File: src/rtl/spi_master_ctrl_if.sv
// Command/response and SPI pin bundle for spi_master_ctrl.
// slave: the controller itself; master: the requester plus the SPI peer that drives MISO.
interface spi_master_ctrl_if;
  logic       cmd_valid;
  logic       cmd_ready;
  logic [1:0] cmd;
  logic [7:0] cmd_data;
  logic       rsp_valid;
  logic [7:0] rsp_data;
  logic       busy;
  logic       SS_n;
  logic       MOSI;
  logic       MISO;

  modport slave (
    input  cmd_valid, cmd, cmd_data, MISO,
    output cmd_ready, rsp_valid, rsp_data, busy, SS_n, MOSI
  );

  modport master (
    output cmd_valid, cmd, cmd_data, MISO,
    input  cmd_ready, rsp_valid, rsp_data, busy, SS_n, MOSI
  );
endinterface

File: src/rtl/spi_master_ctrl.sv
// SPI initiator: serialises one RAM command per handshake into an 11-bit frame
// and, for read-data, captures the returned byte from MISO.
module spi_master_ctrl #(
  parameter int READ_WAIT    = 2,
  parameter int CAPTURE_BITS = 8,
  parameter int IDLE_GAP     = 2
) (
  input  logic             clk,
  input  logic             rst_n,
  spi_master_ctrl_if.slave bus
);

  localparam logic [2:0] ST_IDLE    = 3'd0;
  localparam logic [2:0] ST_SETUP   = 3'd1;
  localparam logic [2:0] ST_SHIFT   = 3'd2;
  localparam logic [2:0] ST_WAIT_RD = 3'd3;
  localparam logic [2:0] ST_CAPTURE = 3'd4;
  localparam logic [2:0] ST_GAP     = 3'd5;

  // The IDLE cycle that precedes an accept also keeps SS_n high, so between
  // frames GAP itself only needs IDLE_GAP-1 cycles to give IDLE_GAP high cycles.
  localparam logic [7:0] GAP_RESET   = 8'(IDLE_GAP);
  localparam logic [7:0] GAP_BETWEEN = 8'(IDLE_GAP - 1);
  localparam bit         GAP_NEEDED  = (IDLE_GAP > 1);
  localparam logic [3:0] WAIT_LOAD   = 4'(READ_WAIT - 1);
  localparam logic [2:0] CAP_LOAD    = 3'(CAPTURE_BITS - 1);

  logic [2:0]  state_q,     state_d;
  logic [10:0] frame_q,     frame_d;
  logic        rd_q,        rd_d;
  logic        tail_q,      tail_d;
  logic [3:0]  bit_cnt_q,   bit_cnt_d;
  logic [3:0]  wait_cnt_q,  wait_cnt_d;
  logic [2:0]  cap_cnt_q,   cap_cnt_d;
  logic [7:0]  sh_q,        sh_d;
  logic [7:0]  gap_cnt_q,   gap_cnt_d;
  logic        ss_n_q,      ss_n_d;
  logic        mosi_q,      mosi_d;
  logic        cmd_ready_q, cmd_ready_d;
  logic        busy_q,      busy_d;
  logic        rsp_valid_q, rsp_valid_d;
  logic [7:0]  rsp_data_q,  rsp_data_d;

  // Next-state and next-output computation for the frame sequencer.
  always_comb begin
    state_d     = state_q;
    frame_d     = frame_q;
    rd_d        = rd_q;
    tail_d      = tail_q;
    bit_cnt_d   = bit_cnt_q;
    wait_cnt_d  = wait_cnt_q;
    cap_cnt_d   = cap_cnt_q;
    sh_d        = sh_q;
    gap_cnt_d   = gap_cnt_q;
    ss_n_d      = ss_n_q;
    mosi_d      = mosi_q;
    cmd_ready_d = cmd_ready_q;
    busy_d      = busy_q;
    rsp_valid_d = 1'b0;
    rsp_data_d  = rsp_data_q;

    case (state_q)
      ST_IDLE: begin
        if (bus.cmd_valid && cmd_ready_q) begin
          frame_d     = {bus.cmd[1], bus.cmd, (bus.cmd == 2'b11) ? 8'h00 : bus.cmd_data};
          rd_d        = (bus.cmd == 2'b11);
          state_d     = ST_SETUP;
          ss_n_d      = 1'b0;
          mosi_d      = 1'b0;
          cmd_ready_d = 1'b0;
          busy_d      = 1'b1;
        end else begin
          cmd_ready_d = 1'b1;
          busy_d      = 1'b0;
        end
      end

      ST_SETUP: begin
        mosi_d    = frame_q[10];
        frame_d   = {frame_q[9:0], 1'b0};
        bit_cnt_d = 4'd10;
        tail_d    = 1'b0;
        state_d   = ST_SHIFT;
      end

      ST_SHIFT: begin
        if (tail_q) begin
          tail_d = 1'b0;
          ss_n_d = 1'b1;
          if (GAP_NEEDED) begin
            state_d   = ST_GAP;
            gap_cnt_d = GAP_BETWEEN;
          end else begin
            state_d     = ST_IDLE;
            cmd_ready_d = 1'b1;
            busy_d      = 1'b0;
          end
        end else if (bit_cnt_q != 4'd0) begin
          mosi_d    = frame_q[10];
          frame_d   = {frame_q[9:0], 1'b0};
          bit_cnt_d = bit_cnt_q - 4'd1;
        end else if (rd_q) begin
          mosi_d     = 1'b0;
          wait_cnt_d = WAIT_LOAD;
          state_d    = ST_WAIT_RD;
        end else begin
          mosi_d = 1'b0;
          tail_d = 1'b1;
        end
      end

      ST_WAIT_RD: begin
        mosi_d = 1'b0;
        if (wait_cnt_q == 4'd0) begin
          cap_cnt_d = CAP_LOAD;
          state_d   = ST_CAPTURE;
        end else begin
          wait_cnt_d = wait_cnt_q - 4'd1;
        end
      end

      ST_CAPTURE: begin
        mosi_d = 1'b0;
        sh_d   = {sh_q[6:0], bus.MISO};
        if (cap_cnt_q == 3'd0) begin
          rsp_data_d  = {sh_q[6:0], bus.MISO};
          rsp_valid_d = 1'b1;
          ss_n_d      = 1'b1;
          if (GAP_NEEDED) begin
            state_d   = ST_GAP;
            gap_cnt_d = GAP_BETWEEN;
          end else begin
            state_d     = ST_IDLE;
            cmd_ready_d = 1'b1;
            busy_d      = 1'b0;
          end
        end else begin
          cap_cnt_d = cap_cnt_q - 3'd1;
        end
      end

      ST_GAP: begin
        ss_n_d = 1'b1;
        mosi_d = 1'b0;
        if (gap_cnt_q <= 8'd1) begin
          state_d     = ST_IDLE;
          cmd_ready_d = 1'b1;
          busy_d      = 1'b0;
        end else begin
          gap_cnt_d = gap_cnt_q - 8'd1;
        end
      end

      default: begin
        state_d     = ST_GAP;
        gap_cnt_d   = GAP_RESET;
        ss_n_d      = 1'b1;
        mosi_d      = 1'b0;
        cmd_ready_d = 1'b0;
        busy_d      = 1'b0;
      end
    endcase
  end

  // State and output registers; reset aborts any frame in flight.
  always_ff @(posedge clk or negedge rst_n) begin
    if (!rst_n) begin
      state_q     <= ST_GAP;
      frame_q     <= 11'h000;
      rd_q        <= 1'b0;
      tail_q      <= 1'b0;
      bit_cnt_q   <= 4'd0;
      wait_cnt_q  <= 4'd0;
      cap_cnt_q   <= 3'd0;
      sh_q        <= 8'h00;
      gap_cnt_q   <= GAP_RESET;
      ss_n_q      <= 1'b1;
      mosi_q      <= 1'b0;
      cmd_ready_q <= 1'b0;
      busy_q      <= 1'b0;
      rsp_valid_q <= 1'b0;
      rsp_data_q  <= 8'h00;
    end else begin
      state_q     <= state_d;
      frame_q     <= frame_d;
      rd_q        <= rd_d;
      tail_q      <= tail_d;
      bit_cnt_q   <= bit_cnt_d;
      wait_cnt_q  <= wait_cnt_d;
      cap_cnt_q   <= cap_cnt_d;
      sh_q        <= sh_d;
      gap_cnt_q   <= gap_cnt_d;
      ss_n_q      <= ss_n_d;
      mosi_q      <= mosi_d;
      cmd_ready_q <= cmd_ready_d;
      busy_q      <= busy_d;
      rsp_valid_q <= rsp_valid_d;
      rsp_data_q  <= rsp_data_d;
    end
  end

  assign bus.SS_n      = ss_n_q;
  assign bus.MOSI      = mosi_q;
  assign bus.cmd_ready = cmd_ready_q;
  assign bus.busy      = busy_q;
  assign bus.rsp_valid = rsp_valid_q;
  assign bus.rsp_data  = rsp_data_q;

endmodule

File: src/flat_wrapper.sv
// flat-port wrapper written by rule: the top's interface ports become plain ports
module spi_master_ctrl_flat 
#(
  parameter int READ_WAIT    = 2,
  parameter int CAPTURE_BITS = 8,
  parameter int IDLE_GAP     = 2
)
  (clk, rst_n, bus_cmd_valid, bus_cmd, bus_cmd_data, bus_MISO, bus_cmd_ready, bus_rsp_valid, bus_rsp_data, bus_busy, bus_SS_n, bus_MOSI);
  spi_master_ctrl_if bus_i ();
  input  logic clk;
  input  logic rst_n;
  input wire logic [$bits(bus_i.cmd_valid)-1:0] bus_cmd_valid;
  input wire logic [$bits(bus_i.cmd)-1:0] bus_cmd;
  input wire logic [$bits(bus_i.cmd_data)-1:0] bus_cmd_data;
  input wire logic [$bits(bus_i.MISO)-1:0] bus_MISO;
  output wire logic [$bits(bus_i.cmd_ready)-1:0] bus_cmd_ready;
  output wire logic [$bits(bus_i.rsp_valid)-1:0] bus_rsp_valid;
  output wire logic [$bits(bus_i.rsp_data)-1:0] bus_rsp_data;
  output wire logic [$bits(bus_i.busy)-1:0] bus_busy;
  output wire logic [$bits(bus_i.SS_n)-1:0] bus_SS_n;
  output wire logic [$bits(bus_i.MOSI)-1:0] bus_MOSI;
  assign bus_i.cmd_valid = bus_cmd_valid;
  assign bus_i.cmd = bus_cmd;
  assign bus_i.cmd_data = bus_cmd_data;
  assign bus_i.MISO = bus_MISO;
  assign bus_cmd_ready = bus_i.cmd_ready;
  assign bus_rsp_valid = bus_i.rsp_valid;
  assign bus_rsp_data = bus_i.rsp_data;
  assign bus_busy = bus_i.busy;
  assign bus_SS_n = bus_i.SS_n;
  assign bus_MOSI = bus_i.MOSI;
  spi_master_ctrl #(.READ_WAIT(READ_WAIT), .CAPTURE_BITS(CAPTURE_BITS), .IDLE_GAP(IDLE_GAP)) u_core (.clk(clk), .rst_n(rst_n), .bus(bus_i));
endmodule
File: config.mk
export PLATFORM = sky130hd
export DESIGN_NAME = spi_master_ctrl_flat
export DESIGN_NICKNAME = d
export VERILOG_FILES = /design/src/rtl/spi_master_ctrl_if.sv /design/src/rtl/spi_master_ctrl.sv /design/src/flat_wrapper.sv
export SDC_FILE = /design/constraint.sdc
export NUM_CORES = 1
export LEC_CHECK = 0
export BUFFER_PORTS_ARGS = -buffer_cell sky130_fd_sc_hd__buf_2
export CAP_MARGIN = 20
export CORE_ASPECT_RATIO = 0.9
export CORE_MARGIN = 10
export CORE_UTILIZATION = 55
export DETAILED_ROUTE_END_ITERATION = 16
export HOLD_SLACK_MARGIN = 0.05
export PLACE_DENSITY_LB_ADDON = 0.25
export SETUP_SLACK_MARGIN = 0.05
export SYNTH_ARGS = -nofsm -noshare
export SYNTH_HDL_FRONTEND = slang
export SYNTH_SLANG_ARGS = --single-unit
File: constraint.sdc
create_clock -name clk -period 5.7 [get_ports clk]
set_clock_uncertainty 0.15 [all_clocks]
set_input_delay 0.57 -clock clk [delete_from_list [all_inputs] [get_ports clk]]
set_output_delay 0.57 -clock clk [all_outputs]
set_load 0.005 [all_outputs]
======== After elaboration in Yosys (flattened, before gate mapping) ========
Cells that the tools add are included.
word-level totals
  register bits after elaboration ......... 55
  bits in latches ......................... 0
  RAM bits ................................ 0
  memory bits (read-only) ................. 0
  input port bits ......................... 14
  output and inout bits ................... 13
  memories ................................ 0
operators by class
  $add $sub $neg .......................... 4
  multiply operators ...................... 0
  div/mod/pow operators ................... 0
  magnitude comparators ................... 1
  eq/ne operators ......................... 20
  shifts and indexed selects .............. 0
  mux-type cells .......................... 47
  bitwise logic cells ..................... 3
  reductions and logical operators ........ 23
operators by type and width
  operator                                                         count
  2-to-1 mux 11 bit                                                3
  case mux 11 bit (3 select lines)                                 1
  2-to-1 mux 8 bit                                                 4
  case mux 8 bit (4 select lines)                                  1
  2-to-1 mux 3 bit                                                 9
  2-to-1 mux 4 bit                                                 6
  case mux 3 bit (6 select lines)                                  1
  case mux 4 bit (2 select lines)                                  2
  2-to-1 mux 1 bit                                                 14
  inequality test 2 x 1 -> 1 bit (second input constant)           7
  AND reduction 4 bit                                              3
  inequality test 2 bit (second input constant)                    5
  case mux 1 bit (3 select lines)                                  3
  less-or-equal comparator 8 x 1 -> 1 bit (second input constant)  1
  AND reduction 2 bit                                              4
  subtractor 4 x 1 -> 4 bit (second input constant)                2
  subtractor 8 x 1 -> 8 bit (second input constant)                1
  equality test 3 x 2 -> 1 bit (second input constant)             2
  equality test 3 bit (second input constant)                      2
  logical NOT 3 bit                                                2
  case mux 3 bit (2 select lines)                                  1
  AND reduction 3 bit                                              2
  AND reduction 6 bit                                              1
  nonzero test 2 bit                                               3
  other kinds (16)                                                 18

======== Depth between registers and ports, before layout ========
Gate-level depths: netlist of the first run.
  word-level depth ........................ 4
  mapped depth ............................ 9

======== Worst setup path after synthesis of the first run ========
Ideal clock, no wire load.
  path type ............................... register to register
  from .................................... register u_core.gap_cnt_q[1]
  to ...................................... register u_core.gap_cnt_q[6]
  library setup time ...................... 78 ps
  arrival time ............................ 1,950 ps
  required time ........................... 5,472 ps
  setup slack ............................. 3,522 ps
  cell stages (with the launch flop) ...... 9
  buffers on the path ..................... 1
  clock period less this slack ............ 2,178 ps
  cell sequence ........................... dfstp_2 inv_1 ha_1 nor2_1 nor4_2 or3_1 buf_2 or3_1 a21oi_1
on the way
  cells in the longest elaborated chain, start to end .. 3
RTL lines
  element                                                                                      line                                            RTL
  start, declared                                                                              spi_master_ctrl.sv:36                           logic [7:0] gap_cnt_q, gap_cnt_d;
  start signal, assigned                                                                       spi_master_ctrl.sv:192                          gap_cnt_q <= gap_cnt_d;
  subtractor 8 x 1 -> 8 bit / less-or-equal comparator 8 x 1 -> 1 bit (equally long branches)  spi_master_ctrl.sv:150, spi_master_ctrl.sv:145
  2-to-1 mux 8 bit / inequality test 2 bit (equally long branches)                             -
  case mux 8 bit (4 select lines) / AND reduction 4 bit (equally long branches)                -
Parallel ways exist; a longest one is shown, timed or not. The select of a mux whose other input is x is not followed.
A chain may end at the register's enable or synchronous reset.

======== Final worst setup path of the first run ========
  from .................................... register u_core.state_q[1]
  to ...................................... register u_core.wait_cnt_q[3]
on the way
  cells in the longest elaborated chain, start to end .. 3
RTL lines
  element                                                  line                    RTL
  start, declared                                          spi_master_ctrl.sv:28   logic [2:0] state_q, state_d;
  start signal, assigned                                   spi_master_ctrl.sv:184  state_q <= state_d;
  equality test 3 x 2 -> 1 bit                             spi_master_ctrl.sv:62   case (state_q)
  inequality test 2 bit (no line) (tied with other cells)  -
  AND reduction 5 bit (no line)                            -
  end signal, assigned                                     spi_master_ctrl.sv:189  wait_cnt_q <= wait_cnt_d;
  end, declared                                            spi_master_ctrl.sv:33   logic [3:0] wait_cnt_q, wait_cnt_d;
Parallel ways exist; a longest one is shown, timed or not.

==> results of run 1 <==
through the flow:
| step | total power, W | utilization (%) | instance area (µm²) |
|---|---|---|---|
| 4_1_cts | 0.00172 | 62.9 | 3100 |
| 6_report | 0.00171 | 63.0 | 3100 |
| 3_3_place_gp | 0.00146 | 60.9 | 3000 |
| 2_1_floorplan | 0.00131 | - | 2850 |
| 5_1_grt | 0.00188 | 63.0 | 3100 |
| 3_5_place_dp | 0.00149 | 60.9 | 3000 |
kinds of logic (layout without fill, tap and decap cells):
logic type / after synthesis / in the layout / share of synthesized area (%)
AND/OR/NAND/NOR: 111 / 111 / 20.4
flip-flops: 55 / 55 / 48.5
AO/OA/AOI/OAI: 72 / 72 / 15.5
multiplexers: 18 / 18 / 6.99
XOR/XNOR: 4 / 4 / 1.23
buffers and inverters: 28 / 51 / 4.26
adder cells (fa/ha/maj): 7 / 7 / 3.08
where the power goes:
group,switching (W),leakage (nW),internal [W]
registers,0.000176,0.693,0.000564
logic,0.000405,0.718,0.000339
clock network,0.000134,0.0463,0.0000904
synthesized netlist by cell type, types with 2 or more instances:
cell,count
dfrtp_1,51
nand2_1,32
a21oi_1,25
nor2_1,23
o21ai_0,23
mux2_2,15
inv_1,13
or3_1,12
and3_1,8
ha_1,7
nor4_1,5
buf_2,4
clkbuf_1,4
dfstp_2,4
nand2b_1,4
nand3_1,4
nand4_1,4
xnor2_1,4
buf_1,3
mux2i_1,3
nor3_1,3
o22ai_1,3
a21o_1,2
a2bb2oi_1,2
a31oi_1,2
and2_1,2
o21a_1,2
o31ai_1,2
cell type report:
type                            instances  area [µm²]
Multi-Input combinational cell        212        1340
Clock inverter                          3        27.5
Tap cell                               65        81.3
Timing Repair Buffer                   28         145
Fill cell                             401        1820
Inverter                               15        56.3
Clock buffer                            5        68.8
Sequential cell                        55        1380
worst max-delay path, delay by kind of cell, from the launching register on:
kind,cells,cell delay (ns)
AND/OR/NAND/NOR,4,1.09
flip-flops,1,0.79
AO/OA/AOI/OAI,1,0.30
routing by layer:
layer / GRT usage, % / share of wire (%) / up-vias
met5: 0 / 0 / -
met4: 3.75 / 0.64 / 0
met3: 3.13 / 4.5 / 4
met2: 21.8 / 47 / 30
met1: 19.5 / 48 / 1014
li1: - / - / 1094
state kept, by name (all words and copies together) (netlist names), 3 cells and up:
register / cells
u_core.bit_cnt_q: 4
u_core.bus.rsp_data: 8
u_core.cap_cnt_q: 3
u_core.frame_q: 11
u_core.gap_cnt_q: 8
u_core.sh_q: 7
u_core.state_q: 3
u_core.wait_cnt_q: 4
worst paths after layout:
path / from / end / slack (ns) / cells past startpoint
worst max-delay path: u_core.state_q[1]$_DFFE_PN0P_ / u_core.wait_cnt_q[3]$_DFFE_PN0P_ / 3.29 / 5
worst min-delay path: rst_n / u_core.wait_cnt_q[2]$_DFFE_PN0P_ / 0.22 / 2
worst max register to register: u_core.state_q[1]$_DFFE_PN0P_ / u_core.wait_cnt_q[3]$_DFFE_PN0P_ / 3.29 / 5
worst min register to register: u_core.frame_q[6]$_DFFE_PN0P_ / u_core.frame_q[6]$_DFFE_PN0P_ / 0.34 / 2
max in group asynchronous: rst_n / u_core.gap_cnt_q[6]$_DFFE_PN0P_ / 4.74 / 2
min in group clk: u_core.frame_q[6]$_DFFE_PN0P_ / u_core.frame_q[6]$_DFFE_PN0P_ / 0.34 / 2
==> impl_results.md, run 1 <==
* Fin. Hold Viols at 0
* Crit path capture type: flip-flop
* Post-DP HPWL at about 3.9 mm
* CP Class: reg2reg
* Clock buffer depth at 2
* Die footprint at around 8500 µm²
* Clk root buf: clkbuf_8
* Cell taking the most area after synthesis: dfrtp_1
* Placeable Area at just under 5000 µm²
* Largest net degree at the start of global routing at 56
* Final Non-Filler Cells at roughly 380
* Max Cap Viol at 0
* IO Pins at 27
* Synth Flop Type: dfrtp_1
* Period utilization at 42.3%
* Final setup viols at 0
* Status: finished clean
* CTS HTree Levels at 2
* Hold buffers post-CTS at 0
* Synth Warn # at 0
* CTS buffer count at 5
* Nets at about 340
* Total clock sinks at 55
* Post-Syn Nets at ~320
* Dpl ws at 3.04 ns
* Max incr delay on CP at between 0.7 and 0.8 ns
* PortBufs at 26
* WP data arrival at roughly 2.5 ns
* Critical path cell sequence: and2b_2 > nand2_1 > o32a_4 > or4_1 > nand3_1
* Chip width at between 90 and 100 µm
* Most common cell after layout, fill and taps aside: dfrtp_1
* Initial antenna violation count at 0
* Hold/Removal Path Class: in2async
* Setup TNS at 0 ns
* Overall global routing resource usage at 14.1%
* TritonCTS clock tree: done
* Crit path max-delay cell type: dfrtp_1
* Drt first pass iters at 4
* Initial Util at 57.8%
* Wire per inst at around 14 µm
* Post-Syn Area at around 2800 µm²
* Seq/Total Area, Yosys at around 49%
* RSZ-0062 raised after global routing: false
* FMAX at just over 400 MHz
* Worst slew margin at roughly 52%
* Final min period at approximately 2.4 ns
* Worst-path clk slew at around 0.10 ns
* CP required at approximately 5.8 ns
* Initial drt markers at 110
* EDFF count, synth at 0
* Most frequent cells in the layout: dfrtp_1 (51), nand2_1 (32), buf_2 (26)
* Final antenna-violating net count at 0
* Synth-to-Final Area Change at 9.06%
* P_leak at roughly 1.5 nW
* Rows at 24
* Post-CTS Repair Setup Buffers at 0
* Ys async rst share at 100%
* Via density at 5.59
* Worst-Skew Late Latency at slightly above 0.3 ns
* Least-Margin Pin Slew at roughly 0.71 ns
* Final setup margin at about 3.3 ns
* Crit start category: flip-flop
* # diodes at 0
* Mean Syn Cell Area at between 9 and 10 µm²
* Vias in the first global route at approximately 2100
* Pwr per Cell Area at 550 nW/µm²
* DR DRC count at 0
* Total gr overflow at 0
* Distinct cells, synth at 57
* Mapped Cells at approximately 300
* Vias at roughly 2100
* Post-synthesis register bit count at 55
* Slew Limit Fails at 0
* Inst Count DP at about 370
* Critical Path Fanout Max at 25
* CTS resizes at 0
* VDD IR max at approximately 250 µV
* Main area contributors after synthesis: dfrtp_1 (45%), mux2_2 (5.9%), a21oi_1 (4.4%)
* Share of cells above drive strength 1 at 20.1%
* Synth top area share at 44.8%
* First-pass GRT wire length at between 9 and 10 mm
* Worst hold margin at between 0.2 and 0.25 ns
* Die height at approximately 90 µm
* Final WL at 5.47 mm
* Final Wtd Congestion at a little over 0.9
Power figures use the tool's default switching activity.
==> run 2: changes to the inputs <==
Settings changed: CORE_UTILIZATION 55 to 53.
Clock period 5.7 ns to 2.1 ns, I/O delays scaled along.
==> impl_results.md, run 2 (synthesis gave the netlist of run 1 again) <==
* Total clock sinks at 55 (unchanged)
* Nets at 370 (+9.5%)
* Most frequent cells in the layout: dfrtp_1 (51), nand2_1 (31), buf_4 (31)
* Dpl ws at 0.0267 ns (-3.02 ns)
* Total gr overflow at 0 (unchanged)
* Initial antenna violation count at 0 (unchanged)
* Final Util at 66.7% (+3.7 points)
* Clock buffer depth at 2 (unchanged)
* Hold path startpoint: bus_cmd[0]
* Hold EP: u_core.frame_q[8]$_DFFE_PN0P_
* Share of cells above drive strength 1 at 31.7% (+12 points)
* Max Cap Viol at 0 (unchanged)
* Final setup viols at 0 (unchanged)
* FMAX at 492 MHz (+19%)
* Max incr delay on CP at 0.48 ns (-0.31 ns)
* Critical path cell sequence: inv_1 > ha_2 > nor3b_4 > nand2_2 > o32a_4 > or4_4 > nand3_2
* Placeable Area at 5220 µm² (+6.1%)
* CP required at 2.19 ns (-3.61 ns)
* Vias in the first global route at 2290 (+9.2%)
* Wire per inst at 15.0 µm (+5.4%)
* Critical Path Fanout Max at 6 (-76%)
* First-pass GRT wire length at 10.7 mm (+8.9%)
* Crit path max-delay cell type: or4_4
* Least-Margin Pin Slew at 0.392 ns (-0.315 ns)
* Status: finished clean
* CP Class: reg2reg
* Final WL at 6.27 mm (+15%)
* Most common cell after layout, fill and taps aside: dfrtp_1
* RSZ-0062 raised after global routing: true
* Worst-Skew Late Latency at 0.30 ns (about the same)
* Initial drt markers at 160 (+45%)
* Post-DP HPWL at 4.59 mm (+17%)
* Rows at 25 (+4.2%)
* Setup TNS at 0 ns (unchanged)
* Period utilization at 96.7% (+54 points)
* CTS buffer count at 5 (unchanged)
* Final Wtd Congestion at 0.817 (-10%)
* WP data arrival at 2.12 ns (-0.39 ns)
* Crit start category: flip-flop
* Biggest register: u_core.frame_q
* Reg2Reg Depth at 7 (+2)
* Crit path capture type: flip-flop
* Initial Util at 54.5% (-3.3 points)
* Vias at 2334 (+9.0%)
* Slew Limit Fails at 0 (unchanged)
* CTS HTree Levels at 2 (unchanged)
* Hold/Removal Path Class: in2reg
* Chip width at 97.3 µm (+1.5%)
* Die height at 89.5 µm (+1.4%)
* Pwr per Cell Area at 1530 nW/µm² (+180%)
* Hold path depth at 3
* Final antenna-violating net count at 0 (unchanged)
* P_leak at 1.64 nW (+13%)
* Fin. Hold Viols at 0 (unchanged)
* # diodes at 0 (unchanged)
* PortBufs at 26 (unchanged)
* Largest net degree at the start of global routing at 23 (-59%)
* Worst-path clk slew at 0.10 ns (about the same)
* Reg-to-Reg End: u_core.wait_cnt_q[3]$_DFFE_PN0P_
* Overall global routing resource usage at 14.6% (+0.50 points)
* Final setup margin at 0.0693 ns (-3.22 ns)
* Worst r2r src: u_core.bit_cnt_q[1]$_DFFE_PN0P_
* Clk root buf: clkbuf_8
* IO Pins at 27 (unchanged)
* Largest register FFs at 11 (unchanged)
* Synth-to-Final Area Change at 22.4%
* Final min period at 2.03 ns (-0.379 ns)
* Drt first pass iters at 5 (+1)
* Worst hold margin at 0.0592 ns (-0.157 ns)
* Via density at 5.60 (about the same)
* TritonCTS clock tree: done
* DR DRC count at 0 (unchanged)
* Die footprint at 8710 µm² (+2.9%)
* Flop-to-flop setup slack at 0.07 ns (-3.22 ns)
* VDD IR max at 980 µV (+300%)
* Worst slew margin at 73.9% (+22 points)
[run 2: cell types whose count changed in the layout (fill, tap and decap cells not counted), sizes merged]
cell	before	now
buf	28	57
clkinvlp	1	0
inv	15	14
clkbuf	5	6
bufinv	0	1
dlygate4sd3	0	3
[run 2: power by group]
| group | internal, W | switching [W] | leakage (nW) |
|---|---|---|---|
| logic | 0.00129 | 0.00143 | 0.890 |
| registers | 0.00152 | 0.000359 | 0.692 |
| clock network | 0.000386 | 0.000339 | 0.0612 |
[run 2: timing repair]
item,4_1_cts,5_1_grt
hold buffers,3,0
cloned,0,0
pin swaps,1,4
gates resized for setup,1,14
buffers inserted,1,3
endpoints found under the hold margin,19,0
setup endpoints to repair,2,23
[run 2: final cells by class]
type,count,area (µm²)
tap,67,83.8
clock inverter,2,35.0
clock buffer,6,82.6
fill,401,1740
inverter,15,56.3
timing repair buffer,60,393
sequential,55,1380
multi-input combinational,212,1450
[run 2: how the worst max path moves through the flow]
stage / from / endpoint / slack [ns] / cells after the start
CTS: u_core.cap_cnt_q[0]$_DFFE_PN0P_ / u_core.gap_cnt_q[6]$_DFFE_PN0P_ / 0.05 / 8
global placement: u_core.cap_cnt_q[0]$_DFFE_PN0P_ / u_core.gap_cnt_q[6]$_DFFE_PN0P_ / 0.05 / 8
floorplan: u_core.cap_cnt_q[0]$_DFFE_PN0P_ / u_core.gap_cnt_q[6]$_DFFE_PN0P_ / 0.04 / 9
global route: u_core.bit_cnt_q[1]$_DFFE_PN0P_ / u_core.wait_cnt_q[2]$_DFFE_PN0P_ / -0.03 / 7
detailed placement: u_core.cap_cnt_q[0]$_DFFE_PN0P_ / u_core.gap_cnt_q[6]$_DFFE_PN0P_ / 0.03 / 8
finish: u_core.bit_cnt_q[1]$_DFFE_PN0P_ / u_core.wait_cnt_q[3]$_DFFE_PN0P_ / 0.07 / 7
[run 2: layer usage]
layer	share of wire, %	track usage (%)
met4	0.46	1.98
met5	0	0
met2	49	23.5
met1	46	19.5
met3	4.6	4.33
[run 2: critical path, delay by kind of cell (launching register included)]
kind	cells	cell delay [ns]
buffers and inverters	1	0.06
AND/OR/NAND/NOR	4	0.85
flip-flops	1	0.39
AO/OA/AOI/OAI	1	0.35
adder cells (fa/ha/maj)	1	0.18
[run 2: stage by stage]
step                      power (W)  instance area, µm²  cells
after floorplan             0.00364                2890    295
after global placement      0.00436                3240    402
after detailed placement    0.00446                3240    402
after CTS                   0.00523                3400    414
after global routing        0.00580                3480    417
final                       0.00533                3480    417
==> run 3: changes to the inputs <==
Settings changed: BUFFER_PORTS_ARGS -buffer_cell sky130_fd_sc_hd__buf_2 to -buffer_cell sky130_fd_sc_hd__buf_4.
==> impl_results.md, run 3 (synthesis gave the netlist of run 1 again) <==
* Rows at 25 (unchanged)
* Critical path capture point: u_core.wait_cnt_q[3]$_DFFE_PN0P_
* Least-Margin Pin Slew at 0.686 ns (+0.294 ns)
* Register Area at 1380 µm² (+0.18%)
* P_leak at 1.64 nW (about the same)
* Total clock sinks at 55 (unchanged)
* Drt first pass iters at 4 (-1)
* Largest net degree at the start of global routing at 56 (+140%)
* Final Util at 67.9% (+1.2 points)
* Inst Count DP at 396 (-1.5%)
* Status: finished clean
* IO Pins at 27 (unchanged)
* Switching share of total power at 41.3% (+1.5 points)
* Post-DP HPWL at 4.27 mm (-7.0%)
* Clk root buf: clkbuf_8
* Final WL at 6.34 mm (+1.1%)
* Final Non-Filler Cells at 417 (unchanged)
* Flop-to-flop setup slack at 0.02 ns (-0.05 ns)
* Most frequent cells in the layout: buf_4 (55), dfrtp_1 (49), nand2_1 (31)
* Beginning of the critical path: u_core.bit_cnt_q[0]$_DFFE_PN0P_
* Share of cells above drive strength 1 at 32.3% (+0.57 points)
* # diodes at 0 (unchanged)
* Final Wtd Congestion at 0.873 (+6.9%)
* Period utilization at 98.9% (+2.2 points)
* FMAX at 482 MHz (-2.2%)
* DR DRC count at 0 (unchanged)
* Initial antenna violation count at 0 (unchanged)
* Synth-to-Final Area Change at 24.6%
* CTS HTree Levels at 2 (unchanged)
* Crit path capture type: flip-flop
* Worst r2r src: u_core.bit_cnt_q[0]$_DFFE_PN0P_
* Max incr delay on CP at 0.49 ns (about the same)
* Vias at 2332 (-0.086%)
* Initial Util at 54.5% (unchanged)
* Overall global routing resource usage at 13.9% (-0.68 points)
* # fillers at 404 (+0.75%)
* Int Pwr at 0.00313 W (-2.4%)
* Final Cell Area at 3550 µm² (+1.8%)
* Die height at 89.5 µm (unchanged)
* Cell area after placement at 3260 µm² (+0.62%)
* Biggest register: u_core.frame_q
* Worst-path clk slew at 0.11 ns (about the same)
* CP required at 2.21 ns (+0.02 ns)
* WP data arrival at 2.19 ns (+0.07 ns)
* Vias in the first global route at 2227 (-2.8%)
* Final min period at 2.08 ns (+0.0456 ns)
* P_sw at 0.00221 W (+3.8%)
* Slew Limit Fails at 0 (unchanged)
* Critical path cell sequence: inv_1 > ha_2 > nor3b_4 > nand2_2 > o32a_4 > or4_4 > nand3_2
* Crit start category: flip-flop
* Worst slew margin at 54.3% (-20 points)
* Flop pwr share at 35.4% (about the same)
* Fin. Hold Viols at 0 (unchanged)
* Hold/Removal Path Class: in2reg
* Reg2Reg Depth at 7 (unchanged)
* Final setup viols at 0 (unchanged)
* Via density at 5.59 (about the same)
* Critical Path Fanout Max at 4 (-2)
* Largest register FFs at 11 (unchanged)
* Crit path max-delay cell type: or4_4
* Max Cap Viol at 0 (unchanged)
* Total gr overflow at 0 (unchanged)
* Die footprint at 8710 µm² (unchanged)
* Initial drt markers at 142 (-11%)
* VDD IR max at 1030 µV (+5.1%)
* RSZ-0062 raised after global routing: true
* CP Class: reg2reg
* Reg-to-Reg End: u_core.wait_cnt_q[3]$_DFFE_PN0P_
* Combinational share of power at 53.0% (+2.0 points)
* Most common cell after layout, fill and taps aside: buf_4
* TritonCTS clock tree: done
* Final antenna-violating net count at 0 (unchanged)
* PortBufs at 26 (unchanged)
* Clock buffer depth at 2 (unchanged)
* First-pass GRT wire length at 10.3 mm (-3.6%)
* Clock share of power at 11.6% (-2.0 points)
* Pwr per Cell Area at 1500 nW/µm² (-1.6%)
* Chip width at 97.3 µm (unchanged)
* Worst-Skew Late Latency at 0.31 ns (about the same)
* Placeable Area at 5220 µm² (unchanged)
* CTS buffer count at 5 (unchanged)
* Multi-input logic area at 1460 µm² (+0.78%)
* Wire per inst at 15.2 µm (+1.1%)
* Nets at 370 (unchanged)
run 3: cell types whose count changed in the layout (fill, tap and decap cells not counted), sizes merged:
cell | previous run | this run
inv | 14 | 16
buf | 57 | 56
bufinv | 1 | 0
clkbuf | 6 | 5
clkinv | 2 | 1
clkinvlp | 0 | 1
dlygate4sd3 | 3 | 4
run 3: power groups by stage:
stage / Clock [W] / Sequential (W) / Combinational [W]
after floorplan: 0 / 0.00179 / 0.00185
after global placement: 0 / 0.00190 / 0.00246
after detailed placement: 0 / 0.00192 / 0.00253
after CTS: 0.000629 / 0.00189 / 0.00256
after global routing: 0.000668 / 0.00197 / 0.00315
final: 0.000618 / 0.00189 / 0.00283
run 3: routing by layer:
layer  vias to the layer above  part of all wire, %  wire, µm  GRT usage [%]
met5                         -                    0         0              0
met4                         0                 0.93        59           3.69
met3                         6                  4.5       287           3.40
met2                        46                   49      3100           23.0
met1                      1124                   46      2900           18.0
li1                       1156                    -         -              -
run 3: final cells by class:
cell class	count	share of cell area (%)
Clock buffer	5	1.94
Clock inverter	3	0.706
Inverter	15	1.59
Multi-Input combinational cell	212	41.3
Sequential cell	55	39.0
Tap cell	67	2.36
Timing Repair Buffer	60	13.1
run 3: worst min-delay path by stage:
stage | start | endpoint | slack (ns) | depth (start not counted)
6_report | bus_cmd_valid | u_core.bus.busy$_DFFE_PN0P_ | 0.12 | 3
5_1_grt | bus_cmd_valid | u_core.bus.busy$_DFFE_PN0P_ | 0.14 | 3
4_1_cts | bus_cmd_valid | u_core.bus.busy$_DFFE_PN0P_ | 0.11 | 3
3_5_place_dp | rst_n | u_core.gap_cnt_q[4]$_DFFE_PN0P_ | 0.15 | 1
3_3_place_gp | rst_n | u_core.gap_cnt_q[4]$_DFFE_PN0P_ | 0.15 | 1
2_1_floorplan | rst_n | u_core.bit_cnt_q[0]$_DFFE_PN0P_ | -0.24 | 0
run 3: metrics by stage:
stage	setup slack (ns)	hold slack, ns	TNS, ns	total power (W)
final	0.0237	0.117	0	0.00533
after global routing	-0.0669	0.136	-0.173	0.00579
after CTS	0.0444	0.109	0	0.00508
after detailed placement	0.0106	0.149	0	0.00445
after global placement	0.0361	0.147	0	0.00435
after floorplan	0.0386	-0.236	0	0.00364
run 3: repair_timing:
item                                   4_1_cts  5_1_grt
cloned                                       0        0
endpoints found under the hold margin       55        0
pin swaps                                    1       10
resized for setup                            1       19
setup endpoints to repair                    3       19
hold buffers                                 4        0
setup buffers                                3        6
run 3: worst max-delay path: cells and delay by family, from the launching register on:
kind	cells	cell delay (ns)
AOI/OAI and AO/OA	1	0.34
DFF	1	0.40
buffers and inverters	1	0.07
adders and majority gates	1	0.18
and+or+nand+nor	4	0.89
